### config.mk
export PLATFORM = sky130hd
export DESIGN_NAME = crc_serial_framer
export DESIGN_NICKNAME = d
export VERILOG_FILES = /design/src/rtl/crc_serial_framer_pkg.sv /design/src/rtl/crc_serial_framer_lfsr_step.sv /design/src/rtl/crc_serial_framer.sv
export SDC_FILE = /design/constraint.sdc
export NUM_CORES = 1
export LEC_CHECK = 0
export CAP_MARGIN = 20
export CORE_UTILIZATION = 50
export CTS_CLUSTER_DIAMETER = 40
export DETAILED_ROUTE_END_ITERATION = 6
export PLACE_DENSITY = 0.77
export SETUP_SLACK_MARGIN = 0.5
export SLEW_MARGIN = 20
export SYNTH_ARGS = -nofsm -noshare
export SYNTH_HDL_FRONTEND = slang
export SYNTH_SLANG_ARGS = --single-unit
### constraint.sdc
create_clock -name GCLK -period 5.6 [get_ports GCLK]
set_input_delay 0.56 -clock GCLK [delete_from_list [all_inputs] [get_ports GCLK]]
set_output_delay 0.56 -clock GCLK [all_outputs]
set_load 0.03 [all_outputs]
### src/rtl/crc_serial_framer_pkg.sv
`default_nettype none
// ============================================================================
// crc_serial_framer_pkg : shared state encoding and mode constants
// Revision 1.0
// ============================================================================
package crc_serial_framer_pkg;

    typedef enum logic [1:0] {
        IDLE = 2'd0,
        DATA = 2'd1,
        TAIL = 2'd2,
        DONE = 2'd3
    } state_t;

    localparam logic MODE_GEN = 1'b0;
    localparam logic MODE_CHK = 1'b1;

    // x^3 + x + 1 with the implicit x^3 term dropped
    localparam logic [2:0] DEFAULT_POLY = 3'b011;

endpackage
`default_nettype wire

### src/rtl/crc_serial_framer_lfsr_step.sv
`default_nettype none
// ============================================================================
// crc_lfsr_step : one serial CRC shift, combinational; holds r when en is low
// Revision 1.0
// ============================================================================
module crc_lfsr_step #(
    parameter int               CRC_W = 3,
    parameter logic [CRC_W-1:0] POLY  = CRC_W'(3'b011)
) (
    input  logic [CRC_W-1:0] r,
    input  logic             data_bit,
    input  logic             en,
    output logic [CRC_W-1:0] r_next
);

    logic fb;

    always_comb begin
        fb     = data_bit ^ r[CRC_W-1];
        r_next = r;
        if (en) begin
            r_next = {r[CRC_W-2:0], 1'b0} ^ (fb ? POLY : '0);
        end
    end

endmodule
`default_nettype wire

### src/rtl/crc_serial_framer.sv
`default_nettype none
// ============================================================================
// crc_serial_framer : serial CRC generator (data + appended CRC) or checker
// Revision 1.0
// ============================================================================
module crc_serial_framer
    import crc_serial_framer_pkg::*;
#(
    parameter int               CRC_W    = 3,
    parameter logic [CRC_W-1:0] POLY     = CRC_W'(DEFAULT_POLY),
    parameter int               DATA_LEN = 8,
    parameter logic [CRC_W-1:0] INIT     = '0
) (
    input  logic             GCLK,
    input  logic             CLEAR_bar,
    input  logic             Start,
    input  logic             Mode,
    input  logic             Serial_In,
    input  logic             In_Valid,
    output logic             Serial_Out,
    output logic             Out_Valid,
    output logic             Busy,
    output logic             Done,
    output logic             ERROR,
    output logic [CRC_W-1:0] Remainder
);

    localparam int CNT_MAX = (DATA_LEN > CRC_W) ? DATA_LEN : CRC_W;
    localparam int CNT_W   = $clog2(CNT_MAX + 1);
    localparam logic [CNT_W-1:0] DATA_LAST = CNT_W'(DATA_LEN - 1);
    localparam logic [CNT_W-1:0] CRC_LAST  = CNT_W'(CRC_W - 1);

    state_t             state, state_next;
    logic [CRC_W-1:0]   r, r_next, lfsr_r;
    logic [CNT_W-1:0]   cnt, cnt_next;
    logic               mode, mode_next;
    logic               error, error_next;
    logic               step_en;

    crc_lfsr_step #(
        .CRC_W (CRC_W),
        .POLY  (POLY)
    ) u_step (
        .r        (r),
        .data_bit (Serial_In),
        .en       (step_en),
        .r_next   (lfsr_r)
    );

    always_ff @(posedge GCLK or negedge CLEAR_bar) begin
        if (!CLEAR_bar) begin
            state <= IDLE;
            r     <= '0;
            cnt   <= '0;
            mode  <= MODE_GEN;
            error <= 1'b0;
        end else begin
            state <= state_next;
            r     <= r_next;
            cnt   <= cnt_next;
            mode  <= mode_next;
            error <= error_next;
        end
    end

    always_comb begin
        state_next = state;
        r_next     = r;
        cnt_next   = cnt;
        mode_next  = mode;
        error_next = error;
        step_en    = 1'b0;
        Serial_Out = 1'b0;
        Out_Valid  = 1'b0;
        Busy       = 1'b0;
        Done       = 1'b0;

        case (state)
            IDLE: begin
                // A bit presented alongside Start is deliberately not consumed
                if (Start) begin
                    state_next = DATA;
                    r_next     = INIT;
                    cnt_next   = '0;
                    error_next = 1'b0;
                    mode_next  = Mode;
                end
            end
            DATA: begin
                Busy       = 1'b1;
                Serial_Out = Serial_In;
                Out_Valid  = In_Valid;
                step_en    = In_Valid;
                r_next     = lfsr_r;
                if (In_Valid) begin
                    if (cnt == DATA_LAST) begin
                        state_next = TAIL;
                        cnt_next   = '0;
                    end else begin
                        cnt_next = cnt + 1'b1;
                    end
                end
            end
            TAIL: begin
                Busy = 1'b1;
                if (mode == MODE_GEN) begin
                    // Shift the finished CRC out MSB first, ignoring the input
                    Serial_Out = r[CRC_W-1];
                    Out_Valid  = 1'b1;
                    r_next     = {r[CRC_W-2:0], 1'b0};
                    if (cnt == CRC_LAST) begin
                        state_next = DONE;
                        cnt_next   = '0;
                        error_next = 1'b0;
                    end else begin
                        cnt_next = cnt + 1'b1;
                    end
                end else begin
                    step_en = In_Valid;
                    r_next  = lfsr_r;
                    if (In_Valid) begin
                        if (cnt == CRC_LAST) begin
                            state_next = DONE;
                            cnt_next   = '0;
                            error_next = |lfsr_r;
                        end else begin
                            cnt_next = cnt + 1'b1;
                        end
                    end
                end
            end
            DONE: begin
                Busy       = 1'b1;
                Done       = 1'b1;
                state_next = IDLE;
            end
            default: state_next = IDLE;
        endcase
    end

    assign ERROR     = error;
    assign Remainder = r;

endmodule
`default_nettype wire

==> results.yml, run 1 <==
synthesis:
  postSynthAreaPerCell_um2: 9.20
  netlist_area_um2: 801
  synth-seq-cells: 11
  ys_seq_area_share_pct: 34.4
  syn_inst: 87
  ys_types: 35
  synth_fp_nets: 101
  ys_warn_count: 0
place:
  dpl.hpwl_mm: 1.23
  globalplace.congestion: 0.850
  place_area_um2: 941
  port_buffers: 13
finish:
  area_delta_synth_final_pct: 20.8
  drive_above_1_share_pct: 7.84
  num_antenna_cells: 0
  nFillCells: 138
  layout_common_cells: "clkdlybuf4s50_1, dfrtp_1, nor2_1, nand2_1, ha_1"
  final_common_cell: "clkdlybuf4s50_1"
  final_cell_area_um2: 967
  nNetsFinal: 117
global_route:
  first_global_vias: 586
  overflow: 0
  gr-usage-all-layers_pct: 20.2
  grt_first_pass_wirelength_mm: 2.64
  grt_max_degree: 12
  grt_antenna_before_repair: 0
die:
  design.core.area_um2: 1510
  die_w_um: 42.0
  dieArea_um2: 1770
  num_rows: 14
  start_util_pct: 53.2
  die_h_um: 42.0
  io_pins: 14
clocking:
  htree_levels: 1
  insertion_delay_ns: 0.27
  cts_setup_buffers: 0
  root_buffer: "clkbuf_4"
  clockBufferDepth: 2
  cts_buffers: 3
  hold_buffers: 0
  post_cts_resized: 0
  clk_pin_slew_worst_paths_ns: 0.07
  cts_tree: "done"
  cts.sinks: 11
setup_path:
  cp_slowest_cell: "clkdlybuf4s50_1"
  worstPathCellList: "inv_1 > ha_1 > and3b_1 > a32o_1 > clkdlybuf4s50_1"
  crit_path_start_kind: "flip-flop"
  reg2reg_depth: 6
  crit_fanout: 8
  path_delay_family: "buffers and inverters"
  worstPathRequired_ns: 5.04
  crit_buf_inv: 2
  critPathKind: "flip-flop to output port"
  cp.arrival_ns: 2.28
  cp.depth: 5
  critPathCaptureType: "output port"
  max_stage_delay_ns: 0.67
routing:
  first_pass_iters: 4
  routed-via-count: 687
  drtIter0Drc: 12
  ant_nets: 0
  wl_mm: 1.59
  wire_per_inst_um: 13.4
  drc_errors: 0
  viasPerCell: 5.82
sta:
  slew_headroom_pct: 65.4
  hold_viol: 0
  finalCritPeriodShare_pct: 50.8
  fin_crit_ns: 2.84
  max_freq_mhz: 352
  setup_viol: 0
  maxSlewViolCount: 0
  tns_ns: 0
  fin_skew_ns: 0.00610
  grt_setup_unrepaired: "false"
  tightest_slew_ns: 0.505
hold_path:
  hold_depth: 1
  hold_class: "flip-flop to flip-flop"
pwr:
  peakVddDrop_mv: 0.334
  cellPowerDensity_nw_per_um2: 551
  p_leak_uw: 0.000420
status:
  status: "finished clean"
flow_run:
  maxCapViolCount: 0
registers in the layout, indices dropped and copies added (netlist names):
register	flops
ERROR	1
Remainder	3
cnt	4
mode	1
state	2
power breakdown:
| group | switching [µW] | leakage [µW] | total, µW | internal [µW] |
|---|---|---|---|---|
| sequential | 28.6 | 0.000146 | 133 | 105 |
| combinational | 203 | 0.000259 | 346 | 144 |
| clock | 26.2 | 0.0000150 | 53.8 | 27.6 |
worst reg2reg max path, cell delays in order, from the launching register on:
cell and delay [ns]:
dfrtp_1 0.40, inv_1 0.11, ha_1 0.32, nand2_1 0.13
nor2_1 0.04, a2111oi_0 0.50, mux2_2 0.39
metrics by stage:
step | util [%] | cells | hold WS, ns | total power [µW] | worst slack [ns]
after floorplan | - | 87 | 0.264 | 384 | 3.67
after global placement | 62.5 | 114 | 0.493 | 471 | 3.02
after detailed placement | 62.5 | 114 | 0.505 | 479 | 3.01
after CTS | 64.2 | 118 | 0.519 | 536 | 2.73
after global routing | 64.2 | 118 | 0.544 | 578 | 2.61
final | 64.2 | 118 | 0.512 | 533 | 2.76
final timing paths:
kind	slack, ns	start	to
max reg2reg	3.60	state[0]	ERROR
max in group asynchronous	4.67	CLEAR_bar	state[0]
min	0.51	ERROR	ERROR
max	2.76	state[1]	Serial_Out
min reg2reg	0.51	ERROR	ERROR
min in group asynchronous	0.61	CLEAR_bar	Remainder[1]
synthesized netlist by cell type, drive strengths merged:
| master | n | area share, % |
|---|---|---|
| o2bb2ai | 1 | 1.1 |
| buf | 2 | 1.3 |
| nor2 | 8 | 3.8 |
| or4b | 1 | 1.3 |
| a21o | 1 | 0.94 |
| nor4b | 1 | 3.0 |
| mux2i | 1 | 1.3 |
| nor2b | 2 | 1.6 |
| nor3 | 4 | 3.1 |
| ha | 8 | 13 |
| nand2 | 8 | 3.8 |
| o22ai | 1 | 0.78 |
| xor2 | 1 | 1.1 |
| a31o | 1 | 1.1 |
| a211o | 1 | 1.1 |
| dfrtp | 11 | 34 |
| a21oi | 2 | 1.3 |
| xnor2 | 1 | 1.1 |
| a32o | 1 | 1.3 |
| and3b | 1 | 1.1 |
| a22o | 1 | 1.1 |
| o21ai | 9 | 5.6 |
| a31oi | 3 | 2.3 |
| o31ai | 1 | 0.94 |
| nand3 | 2 | 1.3 |
| or3 | 1 | 0.78 |
| nand3b | 1 | 0.94 |
| a2111oi | 1 | 1.1 |
| nand2b | 1 | 0.78 |
| and4bb | 1 | 1.6 |
| inv | 6 | 2.8 |
| mux2 | 3 | 4.2 |
logic make-up (layout without fill, tap and decap cells):
group           Yosys count  after routing  synth area share (%)
buf+inv                   8             23                  4.06
mux                       4              4                  5.47
flops                    11             11                  34.4
xor+xnor                  2              2                  2.19
fa+ha+maj                 8              8                  12.5
simple gates             31             31                  22.8
compound gates           23             23                  18.6
routing by layer:
| layer | vias up | track usage, % | share of wire (%) |
|---|---|---|---|
| li1 | 347 | - | - |
| met1 | 317 | 26.5 | 45 |
| met2 | 19 | 29.4 | 47 |
| met3 | 4 | 7.76 | 6.4 |
| met4 | 0 | 9.38 | 1.6 |
| met5 | - | 0 | 0 |
area by class of cell:
type	instances	area, µm²	area share, %
timing repair buffer	13	130	13.5
clock buffer	4	26.3	2.72
tap	16	20.0	2.07
sequential	11	275	28.5
inverter	6	22.5	2.33
multi-input combinational	68	493	51.0
Note: power is estimated with default switching activity, not from simulation.
==> run 2, diff against run 1 <==
==> constraint.sdc (replaced) <==
create_clock -name GCLK -period 2.97 [get_ports GCLK]
set_input_delay 0.297 -clock GCLK [delete_from_list [all_inputs] [get_ports GCLK]]
set_output_delay 0.297 -clock GCLK [all_outputs]
set_load 0.03 [all_outputs]
==> run 2 against run 1 <==
Against the previous run:
- count of clock-buffer cells in the layout stayed put
- sequential share of layout area increased by 0.074 points
- combinational power increased by 87%
- critical path depth is the same
- core utilization decreased by 0.17 points
- hold slack got worse by 0.17 ns
- sequential power up 89%
- first-iteration DRC count is 42% lower
- design area is 0.26% lower
- critical path type unchanged
==> results.yml, run 2 (synthesis gave the netlist of run 1 again) <==
pwr:
  pwr-share-clk_pct: 10.8
  peakVddDrop_mv: 0.703
  seqPwrFrac_pct: 25.0
  p_total_uw: 1010
  cellPowerDensity_nw_per_um2: 1040
  p_int_uw: 512
  p_leak_uw: 0.000428
  p_comb_share_pct: 64.2
  switchingPower_uw: 493
  sw_frac_of_total_pct: 49.1
clocking:
  cts_tree: "done"
  cts_setup_buffers: 0
  clockBufferDepth: 2
  post_cts_resized: 2
  cts.sinks: 11
  hold_buffers: 0
  root_buffer: "clkbuf_4"
  htree_levels: 1
  clk_pin_slew_worst_paths_ns: 0.08
  cts_buffers: 3
  insertion_delay_ns: 0.28
setup_path:
  r2r-start: "state[0]"
  cp_slowest_cell: "ha_1"
  path_delay_family: "buffers and inverters"
  crit_fanout: 8
  max_stage_delay_ns: 0.43
  worstPathRequired_ns: 2.67
  crit_buf_inv: 2
  crit_path_start_kind: "flip-flop"
  worstPathCellList: "inv_1 > ha_1 > and3b_1 > a32o_1 > dlygate4sd2_1"
  cp.arrival_ns: 2.04
  reg2reg_depth: 6
  r2r_setup_slack_ns: 0.97
  r2r-end: "ERROR"
  critPathCaptureType: "output port"
  critPathKind: "flip-flop to output port"
hold_path:
  hold_class: "input pin to async pin"
finish:
  final_cell_area_um2: 965
  nNetsFinal: 117
  regArea_um2: 275
  layout_common_cells: "dfrtp_1, clkdlybuf4s50_1, nor2_1, nand2_1, ha_1"
  drive_above_1_share_pct: 7.84
  area_delta_synth_final_pct: 20.5
  top_register: "cnt"
  multi_input_area_um2: 493
  largest_register_ff_count: 4
  nFillCells: 123
  num_antenna_cells: 0
die:
  num_rows: 14
  io_pins: 14
  die_h_um: 42.0
  design.core.area_um2: 1510
  dieArea_um2: 1770
  die_w_um: 42.0
  start_util_pct: 53.2
global_route:
  overflow: 0
  grt-busiest-layer: "met2"
  grtUsageMet3_pct: 5.17
  grt_antenna_before_repair: 0
  grt_max_degree: 12
  use_met2_pct: 30.9
  first_global_vias: 614
  grt_first_pass_wirelength_mm: 2.77
  gr-usage-all-layers_pct: 21.3
  met1_usage_pct: 28.7
sta:
  tns_ns: 0
  setup_viol: 0
  slew_headroom_pct: 66.5
  grt_setup_unrepaired: "false"
  tightest_slew_ns: 0.490
  fin_skew_ns: 0.00519
  finalCritPeriodShare_pct: 78.8
  hold_viol: 0
  fin_crit_ns: 2.34
  max_freq_mhz: 427
  maxSlewViolCount: 0
place:
  globalplace.congestion: 0.823
  place_area_um2: 941
  dpl.hpwl_mm: 1.24
  port_buffers: 13
routing:
  first_pass_iters: 4
  drc_errors: 0
  drtIter0Drc: 7
  viasPerCell: 5.80
  wl_mm: 1.63
  wire_per_inst_um: 13.8
  routed-via-count: 684
  ant_nets: 0
status:
  status: "finished clean"
flow_run:
  maxCapViolCount: 0
-- run 2: layout make-up --
cell class | instances | area share [%]
timing repair buffer | 13 | 13.2
tap | 16 | 2.08
inverter | 6 | 2.33
clock buffer | 4 | 2.72
sequential | 11 | 28.5
multi-input combinational | 68 | 51.1
-- run 2: how the worst max path moves through the flow --
stage | startpoint | end | slack, ns | cells past startpoint
after floorplan | state[0] | state[1] | 1.16 | 7
after global placement | state[0] | Serial_Out | 0.75 | 5
after detailed placement | state[0] | Serial_Out | 0.68 | 5
after CTS | state[0] | Serial_Out | 0.63 | 5
after global routing | state[1] | Serial_Out | 0.53 | 5
final | state[0] | Serial_Out | 0.63 | 5
-- run 2: through the flow --
stage | hold slack, ns | util (%) | setup slack [ns] | cells
CTS | 0.377 | 64.0 | 0.627 | 118
finish | 0.340 | 64.0 | 0.631 | 118
global route | 0.388 | 64.0 | 0.534 | 118
global placement | 0.495 | 62.5 | 0.750 | 114
floorplan | 0.00141 | - | 1.16 | 87
detailed placement | 0.505 | 62.5 | 0.679 | 114
-- run 2: power groups by stage --
stage | registers (µW) | clock network (µW) | logic [µW]
floorplan | 269 | 0 | 454
global placement | 249 | 0 | 636
detailed placement | 254 | 0 | 647
CTS | 251 | 109 | 643
global route | 260 | 118 | 702
finish | 251 | 108 | 646
-- run 2: routing by layer --
layer  part of all wire (%)  up-vias
met5                      0        -
met4                    2.4        0
met3                    5.6        5
met2                     47       23
met1                     45      313
li1                       -      343
